`config.mk`:
```
export PLATFORM = sky130hd
export DESIGN_NAME = alu_top
export DESIGN_NICKNAME = d
export VERILOG_FILES = /design/src/rtl/alu_top.sv
export SDC_FILE = /design/constraint.sdc
export NUM_CORES = 1
export LEC_CHECK = 0
export ABC_AREA = 1
export CORE_MARGIN = 1
export CORE_UTILIZATION = 51
export CTS_CLUSTER_DIAMETER = 60
export CTS_CLUSTER_SIZE = 30
export DETAILED_ROUTE_END_ITERATION = 6
export PLACE_DENSITY = 0.77
export SYNTH_ARGS = -nofsm -noshare
export SYNTH_HDL_FRONTEND = slang
export SYNTH_SLANG_ARGS = --single-unit
```
`constraint.sdc`:
```
create_clock -name clk -period 1.7 [get_ports clk]
set_input_delay 0.34 -clock clk [delete_from_list [all_inputs] [get_ports clk]]
set_output_delay 0.34 -clock clk [all_outputs]
set_load 0.01 [all_outputs]
```
`src/rtl/alu_top.sv`:
```
// Registered ALU execute stage with four units (arith, logic, compare, shift), one enabled per cycle by ALU_FUN[3:2].
// Latency: one clk edge from operand/opcode sampling to result and flag; async active-high rst clears everything at once.
// Backpressure: none, a new opcode is accepted every cycle. Define ALU_SIGNED_CMP_EN for two's-complement greater/less.
module alu_top #(
    parameter int width = 16
) (
    input  logic             clk,
    input  logic             rst,
    input  logic [width-1:0] A,
    input  logic [width-1:0] B,
    input  logic [3:0]       ALU_FUN,
    output logic [width-1:0] Arith_OUT,
    output logic             Carry_OUT,
    output logic             Arith_Flag,
    output logic [width-1:0] Logic_OUT,
    output logic             Logic_Flag,
    output logic [width-1:0] CMP_OUT,
    output logic             CMP_Flag,
    output logic [width-1:0] Shift_OUT,
    output logic             Shift_Flag
);

    typedef enum logic [1:0] {
        UNIT_ARITH = 2'b00,
        UNIT_LOGIC = 2'b01,
        UNIT_CMP   = 2'b10,
        UNIT_SHIFT = 2'b11
    } unit_e;

    localparam logic [width-1:0] CMP_EQ_CODE = width'(1);
    localparam logic [width-1:0] CMP_GT_CODE = width'(2);
    localparam logic [width-1:0] CMP_LT_CODE = width'(3);

    unit_e            unit_sel;
    logic [1:0]       op_sel;

    logic [width:0]     sum;
    logic [width-1:0]   diff;
    logic [2*width-1:0] prod;
    logic [width-1:0]   quot;
    logic               div_by_zero;
    logic               a_gt_b;
    logic               a_lt_b;

    logic [width-1:0] arith_out_d, arith_out_q;
    logic             carry_out_d, carry_out_q;
    logic             arith_flag_d, arith_flag_q;
    logic [width-1:0] logic_out_d, logic_out_q;
    logic             logic_flag_d, logic_flag_q;
    logic [width-1:0] cmp_out_d, cmp_out_q;
    logic             cmp_flag_d, cmp_flag_q;
    logic [width-1:0] shift_out_d, shift_out_q;
    logic             shift_flag_d, shift_flag_q;

    assign unit_sel = unit_e'(ALU_FUN[3:2]);
    assign op_sel   = ALU_FUN[1:0];

    always_comb begin
        sum         = {1'b0, A} + {1'b0, B};
        diff        = A - B;
        prod        = {{width{1'b0}}, A} * {{width{1'b0}}, B};
        div_by_zero = (B == '0);
        quot        = div_by_zero ? '1 : (A / B);
`ifdef ALU_SIGNED_CMP_EN
        a_gt_b      = $signed(A) > $signed(B);
        a_lt_b      = $signed(A) < $signed(B);
`else
        a_gt_b      = A > B;
        a_lt_b      = A < B;
`endif
    end

    // Every unit defaults to cleared so a non-selected unit zeroes its bus and flag on the same edge.
    always_comb begin
        arith_out_d  = '0;
        carry_out_d  = 1'b0;
        arith_flag_d = 1'b0;
        logic_out_d  = '0;
        logic_flag_d = 1'b0;
        cmp_out_d    = '0;
        cmp_flag_d   = 1'b0;
        shift_out_d  = '0;
        shift_flag_d = 1'b0;

        case (unit_sel)
            UNIT_ARITH: begin
                arith_flag_d = 1'b1;
                case (op_sel)
                    2'b00: begin
                        arith_out_d = sum[width-1:0];
                        carry_out_d = sum[width];
                    end
                    2'b01: begin
                        arith_out_d = diff;
                        carry_out_d = (A < B);
                    end
                    2'b10: begin
                        arith_out_d = prod[width-1:0];
                        carry_out_d = |prod[2*width-1:width];
                    end
                    default: begin
                        arith_out_d = quot;
                        carry_out_d = div_by_zero;
                    end
                endcase
            end
            UNIT_LOGIC: begin
                logic_flag_d = 1'b1;
                case (op_sel)
                    2'b00:   logic_out_d = A & B;
                    2'b01:   logic_out_d = A | B;
                    2'b10:   logic_out_d = ~(A & B);
                    default: logic_out_d = ~(A | B);
                endcase
            end
            UNIT_CMP: begin
                cmp_flag_d = 1'b1;
                case (op_sel)
                    2'b00:   cmp_out_d = '0;
                    2'b01:   cmp_out_d = (A == B) ? CMP_EQ_CODE : '0;
                    2'b10:   cmp_out_d = a_gt_b   ? CMP_GT_CODE : '0;
                    default: cmp_out_d = a_lt_b   ? CMP_LT_CODE : '0;
                endcase
            end
            default: begin
                shift_flag_d = 1'b1;
                case (op_sel)
                    2'b00:   shift_out_d = {1'b0, A[width-1:1]};
                    2'b01:   shift_out_d = {A[width-2:0], 1'b0};
                    2'b10:   shift_out_d = {1'b0, B[width-1:1]};
                    default: shift_out_d = {B[width-2:0], 1'b0};
                endcase
            end
        endcase
    end

    always_ff @(posedge clk or posedge rst) begin
        if (rst) begin
            arith_out_q  <= '0;
            carry_out_q  <= 1'b0;
            arith_flag_q <= 1'b0;
            logic_out_q  <= '0;
            logic_flag_q <= 1'b0;
            cmp_out_q    <= '0;
            cmp_flag_q   <= 1'b0;
            shift_out_q  <= '0;
            shift_flag_q <= 1'b0;
        end else begin
            arith_out_q  <= arith_out_d;
            carry_out_q  <= carry_out_d;
            arith_flag_q <= arith_flag_d;
            logic_out_q  <= logic_out_d;
            logic_flag_q <= logic_flag_d;
            cmp_out_q    <= cmp_out_d;
            cmp_flag_q   <= cmp_flag_d;
            shift_out_q  <= shift_out_d;
            shift_flag_q <= shift_flag_d;
        end
    end

    assign Arith_OUT  = arith_out_q;
    assign Carry_OUT  = carry_out_q;
    assign Arith_Flag = arith_flag_q;
    assign Logic_OUT  = logic_out_q;
    assign Logic_Flag = logic_flag_q;
    assign CMP_OUT    = cmp_out_q;
    assign CMP_Flag   = cmp_flag_q;
    assign Shift_OUT  = shift_out_q;
    assign Shift_Flag = shift_flag_q;

endmodule

```
### Word-level counts from Yosys, hierarchy flattened

Index checks and enable logic that the tools add are counted.

* output and inout bits: 69
* logic and storage cells: 47
* register bits after elaboration: 69

* bitwise logic cells: 4
* reductions and logical operators: 5
* $add $sub $neg: 2
* eq/ne operators: 5
* mux-type cells: 18
* multiply operators: 1
* magnitude comparators: 2
* divide/modulo/power cells: 1

Operators with widths (number)
* 16-bit case mux with 3 select lines: 3
* 16-bit 2-to-1 mux: 4
* 16-bit by 16-bit multiplier with 32-bit output: 1
* 16-bit NOT: 2
* 16-bit by 16-bit adder with 17-bit output: 1
* 16-bit AND: 1
* 16-bit by 16-bit divider with 16-bit output: 1
* 16-bit equality test: 1
* 16-bit > comparator: 1
* 16-bit logical NOT: 1
* 16-bit less-than comparator: 1
* 16-bit bitwise OR: 1
* 16-bit OR reduction: 1
* 16-bit subtractor: 1
* 1-bit 2-to-1 mux: 6
* 2-bit 2-to-1 mux: 3
* 2-bit case mux with 3 select lines: 1
* 2-bit by 1-bit equality test with 1-bit output, second input constant: 2
* 2-bit equality test, second input constant: 2
* 2-bit logical NOT: 2
* 1-bit case mux with 3 select lines: 1
* 3-bit OR reduction: 1

### Logic depth before layout (Yosys ltp)

Gate-level depths: netlist of run 1.

* depth in word-level cells: 4
* gate-level depth with buffers: 205
* depth with buffers taken out: 204

### Worst setup path after synthesis of run 1

OpenSTA, ideal clock, no wires.

* kind: input to register
* start point: input port B[0]
* end point: register arith_out_q[0] (netlist: Arith_OUT[0])
* data arrival time: 22.071 ns
* required time: 1.574 ns
* setup time: 0.126 ns
* path slack: -20.497 ns
* stages on the path: 191
* cell sequence: inv_1 -> ha_1 -> inv_1 -> nor2_1 -> nand2_1 -> nor2_1 -> o21ai_1 -> nand3_1 -> nand2_1 -> inv_1 -> ha_1 -> nand2_1 -> nand2_1 -> nand3_1 -> a21oi_2 -> nand2_1 -> nand2_1 -> inv_1 -> (+155 left out) -> nor4_1 -> nand2_1 -> nand3_1 -> clkinv_1 -> buf_2 -> o21ai_0 -> ha_1 -> a21boi_0 -> o21a_1 -> o21a_1 -> o21a_1 -> o21a_1 -> o211ai_1 -> nand2_1 -> a41oi_1 -> nor3_1 -> nor3_1 -> nor3_1

* cells in the longest elaborated chain, start to end: 4
* elaborated cells between the ends (all ways): 8
* classes of those cells: 2 x add/sub; 1 x mul; 1 x div; 3 x mux; 1 x reduce/logical

Ends and longest elaborated chain
* start: declaration: RTL line 10 `input logic [width-1:0] B,`
* 16-bit by 16-bit divider with 16-bit output / 16-bit logical NOT (equally long branches): RTL line 63, 62
* 16-bit 2-to-1 mux: RTL line 63 `quot = div_by_zero ? '1 : (A / B);`
* 16-bit case mux with 3 select lines *: RTL line 88 `case (op_sel)`
* 16-bit 2-to-1 mux *: RTL line 85 `case (unit_sel)`
* via arith_out_d[0]: RTL line 45 `logic [width-1:0] arith_out_d, arith_out_q;`
* end signal: assignment: RTL line 149 `arith_out_q <= arith_out_d;`
* end: declaration: RTL line 45

The timed path passes the listed nets; every way through them passes the cells marked *.

### Worst setup path after layout of run 1

Ends and elaborated chain as after synthesis.

==> results.toml, run 1 <==
[grt]
grt_pass1_wl_um = 138000
grt_usage_pct = 43.1
grt_overflow_total = 0
antenna_found_initial = 5
first_global_vias = 26400
grt_max_degree = 50

[yosys]
synth_area_per_cell_um2 = 6.76
netlist_instances = 3055
synth-seq-cells = 55
ys.flop_type = "dfrtp_1"
synth_cell_types = 65
synthArstFlopShare_pct = 100
synth-edff-count = 0
ys_warn_count = 0
yosysSeqAreaShare_pct = 6.66
syn_area_mm2 = 0.0207

[route]
vias_per_cell = 6.08
firstDrtPassIters = 7
ant_nets = 0
drt_wl_total_um = 109000
wire_per_inst_um = 23.8
drt_iter0_drc = 3388
via_count = 27900
drcViolationCount = 1

[worst_setup_path]
cp-end-kind = "register"
arrival_ns = 24.24
worstSetupPathType = "in -> reg"
slowest_stage = "ha_1"
worst-path-max-fanout = 7
crit_top_cell = "nand2_1"
cpPeakStageDelay_ns = 0.36
critPathLaunchType = "primary input"
cp_data_required_time_ns = 1.88

[floorplanning]
core_mm2 = 0.0398
die_h_um = 203
ios = 107
die_x_um = 203
dieArea_mm2 = 0.0413
start_util_pct = 51.9
rows = 73

[pwr]
peakVddDrop_mv = 2.38
power.total_mw = 54.2
leakage_nw = 18.3
switchingPower_mw = 29.5
sequentialPowerShare_pct = 2.8
power_density_mw_per_mm2 = 1620
comb_power_share_pct = 94.9
p_clk_share_pct = 2.3
swShare_pct = 54.4
p_int_mw = 24.7

[layout]
drive_above_1_share_pct = 41.0
fin_nets = 4582
areaGrowthSynthToFinish_pct = 62.2
layout.cells.most_common = "buf_4"
finalInstanceArea_mm2 = 0.0335
mostFrequentLayoutCells = "buf_4 (905), nand2_1 (607), inv_1 (593), ha_1 (206), fa_1 (189)"

[clock_tree]
max-clock-path-buffers = 2
hold_buffers = 0
htreeDepth = 2
cts_tree = "done"
cts_inserted_buffers = 5
path_clk_slew_ns = 0.08
root_buffer = "clkbuf_16"
cts_sinks = 55

[place]
placed_cell_area_mm2 = 0.0281
numPortBuffers = 92
gp_congestion = 1.01
hpwl_um = 65900

[sta]
fin_ws_ns = -22.36
hold_ws_ns = 0.257
finalMaxSlewViolations = 0
rsz0062_at_grt = "yes"
hold_viol = 0
slew_headroom_pct = 47.0
fin_crit_sh_pct = 1420
worstMarginPinSlew_ns = 0.794
fmax_mhz = 41.6
period_needed_ns = 24.06
setup_viol_count_final = 22

[flow_run]
cap_violations = 0

[outcome]
status = "complete, but fails checks"
failed_checks = "design-rule violations, negative setup slack"

[hold_path]
hp-class = "in -> async"
timing repair:
action	4_1_cts	5_1_grt
setup buffers	166	100
setup endpoints to repair	48	25
cloned	3	3
resized for setup	383	426
pin swaps	133	273
state kept, by name, summed over array words and instances, names as in the netlist:
name,count
Arith_Flag,1
Arith_OUT,16
CMP_Flag,1
CMP_OUT,2
Carry_OUT,1
Logic_Flag,1
Logic_OUT,16
Shift_Flag,1
Shift_OUT,16
power by group through the flow:
stage	logic [mW]	registers (mW)	clock network, mW
after detailed placement	35.1	1.52	0
after global placement	33.7	1.52	0
final	51.4	1.53	1.26
after floorplan	20.2	1.53	0
after CTS	38.1	1.51	1.26
after global routing	53.8	1.52	1.29
logic make-up after synthesis:
kind of cell | share of synthesized area (%)
compound gates | 12.9
xor+xnor | 3.43
fa+ha+maj | 36.6
buf+inv | 15.6
flops | 6.66
mux | 0.206
other cells | 0.0182
simple gates | 24.5
Yosys cell counts, types with 6 or more instances:
cell type | n | area, µm²
nand2_1 | 735 | 2760
inv_1 | 670 | 2510
ha_1 | 291 | 3640
fa_1 | 196 | 3920
a21oi_1 | 182 | 911
nand3_1 | 137 | 686
o21ai_0 | 122 | 611
nor2_1 | 100 | 375
clkbuf_1 | 70 | 263
dfrtp_1 | 55 | 1380
xor2_1 | 51 | 447
nor3_1 | 36 | 180
or2_2 | 31 | 194
xnor2_1 | 30 | 263
buf_2 | 24 | 120
inv_2 | 21 | 78.8
nand4_1 | 21 | 131
o221ai_1 | 20 | 175
buf_4 | 19 | 143
nand2_2 | 19 | 119
and2_1 | 17 | 106
nand3_2 | 17 | 170
o211ai_1 | 16 | 120
o22ai_1 | 15 | 93.8
o21bai_1 | 14 | 105
o21ai_1 | 13 | 65.1
nor4_1 | 12 | 75.1
o31ai_1 | 11 | 82.6
a211oi_1 | 9 | 67.6
o21a_1 | 9 | 67.6
o21ai_2 | 8 | 70.1
nand3b_1 | 6 | 45.0
layer usage:
| metal | up-vias | track usage [%] | part of all wire (%) |
|---|---|---|---|
| met3 | 1037 | 8.09 | 12 |
| met2 | 2412 | 73.4 | 44 |
| met4 | 4 | 27.8 | 11 |
| met5 | - | 0 | 0.094 |
| li1 | 11600 | - | - |
| met1 | 12900 | 49.6 | 33 |
critical path, delay by kind of cell:
kind / cells / cell delay (ns)
AO/OA/AOI/OAI: 40 / 6.19
buffers and inverters: 35 / 3.21
adder cells (fa/ha/maj): 16 / 4.66
AND/OR/NAND/NOR: 92 / 9.81
metrics by stage:
step,instances,setup TNS [ns],util [%],setup WS (ns)
floorplan,3068,-151.79,-,-19.04
global placement,4310,-190.54,70.7,-20.32
detailed placement,4310,-199.34,70.7,-21.35
CTS,4484,-162.89,77.7,-19.98
global route,4583,-190.77,84.1,-23.36
finish,4587,-182.13,84.1,-22.36
area by class of cell:
type	count	area, µm²
antenna	4	10.0
clock buffer	5	125
clock inverter	3	46.3
fill	2119	6330
inverter	699	2700
multi-input combinational	2193	19200
sequential	55	1380
tap	525	657
timing repair buffer	1102	9370
timing repair inverter	1	7.51
path summary, 6_finish.rpt:
path | start | endpoint | slack (ns) | cells after the start
hold / removal | rst | Logic_OUT[7] | 0.26 | 2
setup / recovery | B[0] | Arith_OUT[0] | -22.36 | 183
min in group clk | B[14] | Shift_OUT[15] | 0.62 | 4
max in group asynchronous | rst | Arith_OUT[10] | 0.91 | 3
No activity file was read; power rests on OpenSTA's default activity.
==> inputs of run 2 (changes only) <==
--- a/config.mk
+++ b/config.mk
@@ -6,12 +6,13 @@
 export NUM_CORES = 1
 export LEC_CHECK = 0
 export ABC_AREA = 1
+export CAP_MARGIN = 0
 export CORE_MARGIN = 1
-export CORE_UTILIZATION = 51
+export CORE_UTILIZATION = 40
 export CTS_CLUSTER_DIAMETER = 60
 export CTS_CLUSTER_SIZE = 30
 export DETAILED_ROUTE_END_ITERATION = 6
-export PLACE_DENSITY = 0.77
+export PLACE_DENSITY = 0.64
 export SYNTH_ARGS = -nofsm -noshare
 export SYNTH_HDL_FRONTEND = slang
 export SYNTH_SLANG_ARGS = --single-unit
==> run 2 against run 1 <==
  * The flow finishes with violations (negative setup slack)
  * Via count is 13% lower
  * Critical path depth up 8
  * Die area increased by 27%
  * Largest power group unchanged
  * Critical endpoint unchanged
  * Highest routed layer unchanged
  * Fmax up 5.9%
  * Count of clock-buffer cells in the layout up 1
  * Worst setup slack better by 1.3 ns
  * Utilization shrank 20 points
==> results.toml, run 2 (synthesized netlist as in run 1, its figures left out) <==
[sta]
rsz0062_at_grt = "yes"
fmax_mhz = 44.0
hold_ws_ns = 0.362
setup_viol_count_final = 21
fin_ws_ns = -21.02
finalMaxSlewViolations = 0
slew_headroom_pct = 63.5
hold_viol = 0
period_needed_ns = 22.72
fin_crit_sh_pct = 1340
worstMarginPinSlew_ns = 0.547

[clock_tree]
cts_sinks = 55
path_clk_slew_ns = 0.10
hold_buffers = 0
htreeDepth = 2
cts_tree = "done"
cts_inserted_buffers = 5
max-clock-path-buffers = 2
root_buffer = "clkbuf_16"

[grt]
grt_overflow_total = 0
antenna_found_initial = 3
grt_pass1_wl_um = 126000
grt_max_degree = 56
first_global_vias = 23500
grt_usage_pct = 30.6

[layout]
mostFrequentLayoutCells = "buf_4 (934), inv_1 (615), nand2_1 (605), ha_1 (224), fa_1 (194)"
drive_above_1_share_pct = 38.9
areaGrowthSynthToFinish_pct = 57.7
layout.cells.most_common = "buf_4"
fin_nets = 4571
finalNonFillerCells = 4720
utilization_pct = 64.4

[worst_setup_path]
arrival_ns = 22.96
slowest_stage = "o31ai_4"
crit_end = "Arith_OUT[0]"
cp-end-kind = "register"
critPathLaunchType = "primary input"
crit_top_cell = "nand2_2"
worstSetupPathType = "in -> reg"
worst-path-max-fanout = 7
crit_start = "A[10]"
cp_data_required_time_ns = 1.93
cpPeakStageDelay_ns = 0.31

[floorplanning]
ios = 107
rows = 82
die_h_um = 229
die_x_um = 229
start_util_pct = 40.8
core_mm2 = 0.0506
dieArea_mm2 = 0.0525

[route]
wire_per_inst_um = 18.2
firstDrtPassIters = 5
via_count = 24400
drt_wl_total_um = 86100
drcViolationCount = 0
ant_nets = 0
drt_iter0_drc = 2068
vias_per_cell = 5.16

[flow_run]
cap_violations = 0

[place]
numPortBuffers = 92
hpwl_um = 62600
dp_cells = 4486
gp_congestion = 1.04

[pwr]
power_density_mw_per_mm2 = 1300
leakage_nw = 18.0
peakVddDrop_mv = 2.12
power.total_mw = 42.3

[outcome]
failed_checks = "negative setup slack"
status = "complete, but fails checks"

[hold_path]
hp-class = "in -> async"
[run 2: repair_timing]
item                       CTS  global route
setup endpoints to repair   47            23
pin swaps                  169           238
gates cloned                 2             0
gates resized for setup    328           258
setup buffers              153            74
[run 2: layout make-up]
class | instances | area, µm²
multi-input cells | 2193 | 18700
inverters | 699 | 2700
well taps | 672 | 841
diodes | 1 | 2.50
clock inverters | 2 | 20.0
repair buffers | 1092 | 8820
flip-flops and latches | 55 | 1380
fillers | 4061 | 18000
clock buffers | 6 | 139
[run 2: where the power goes]
group	leakage (nW)	internal (mW)	total (mW)	switching, mW
logic	17.2	19.3	39.6	20.3
registers	0.740	1.41	1.49	0.0739
clock network	0.0790	0.605	1.23	0.626
[run 2: worst min path at each step]
stage	from	slack [ns]	endpoint	depth (start not counted)
global placement	rst	0.74	Arith_Flag	3
finish	rst	0.36	Arith_Flag	3
detailed placement	rst	0.75	Arith_Flag	3
CTS	rst	0.40	Arith_OUT[2]	3
global route	rst	0.40	Arith_Flag	3
floorplan	ALU_FUN[3]	0.48	CMP_Flag	2
[run 2: through the flow]
stage          worst slack, ns  area [µm²]  TNS, ns
2_1_floorplan           -19.04       21800  -151.79
3_3_place_gp            -20.75       28500  -193.09
3_5_place_dp            -21.17       28500  -196.32
4_1_cts                 -19.67       30900  -161.74
5_1_grt                 -22.38       32600  -183.21
6_report                -21.02       32600  -172.11
[run 2: layer usage]
layer / up-vias / GRT usage (%) / part of all wire, %
li1: 11500 / - / -
met1: 11500 / 39.4 / 40
met2: 1000 / 51.8 / 47
met3: 323 / 4.08 / 7.6
met4: 4 / 11.8 / 5.9
met5: - / 0 / 0.029
[run 2: critical path, delay by kind of cell]
kind	cells	cell delay (ns)
AO/OA/AOI/OAI	35	5.24
XOR/XNOR	1	0.16
adder cells (fa/ha/maj)	15	3.87
buffers and inverters	31	2.69
AND/OR/NAND/NOR	109	10.60
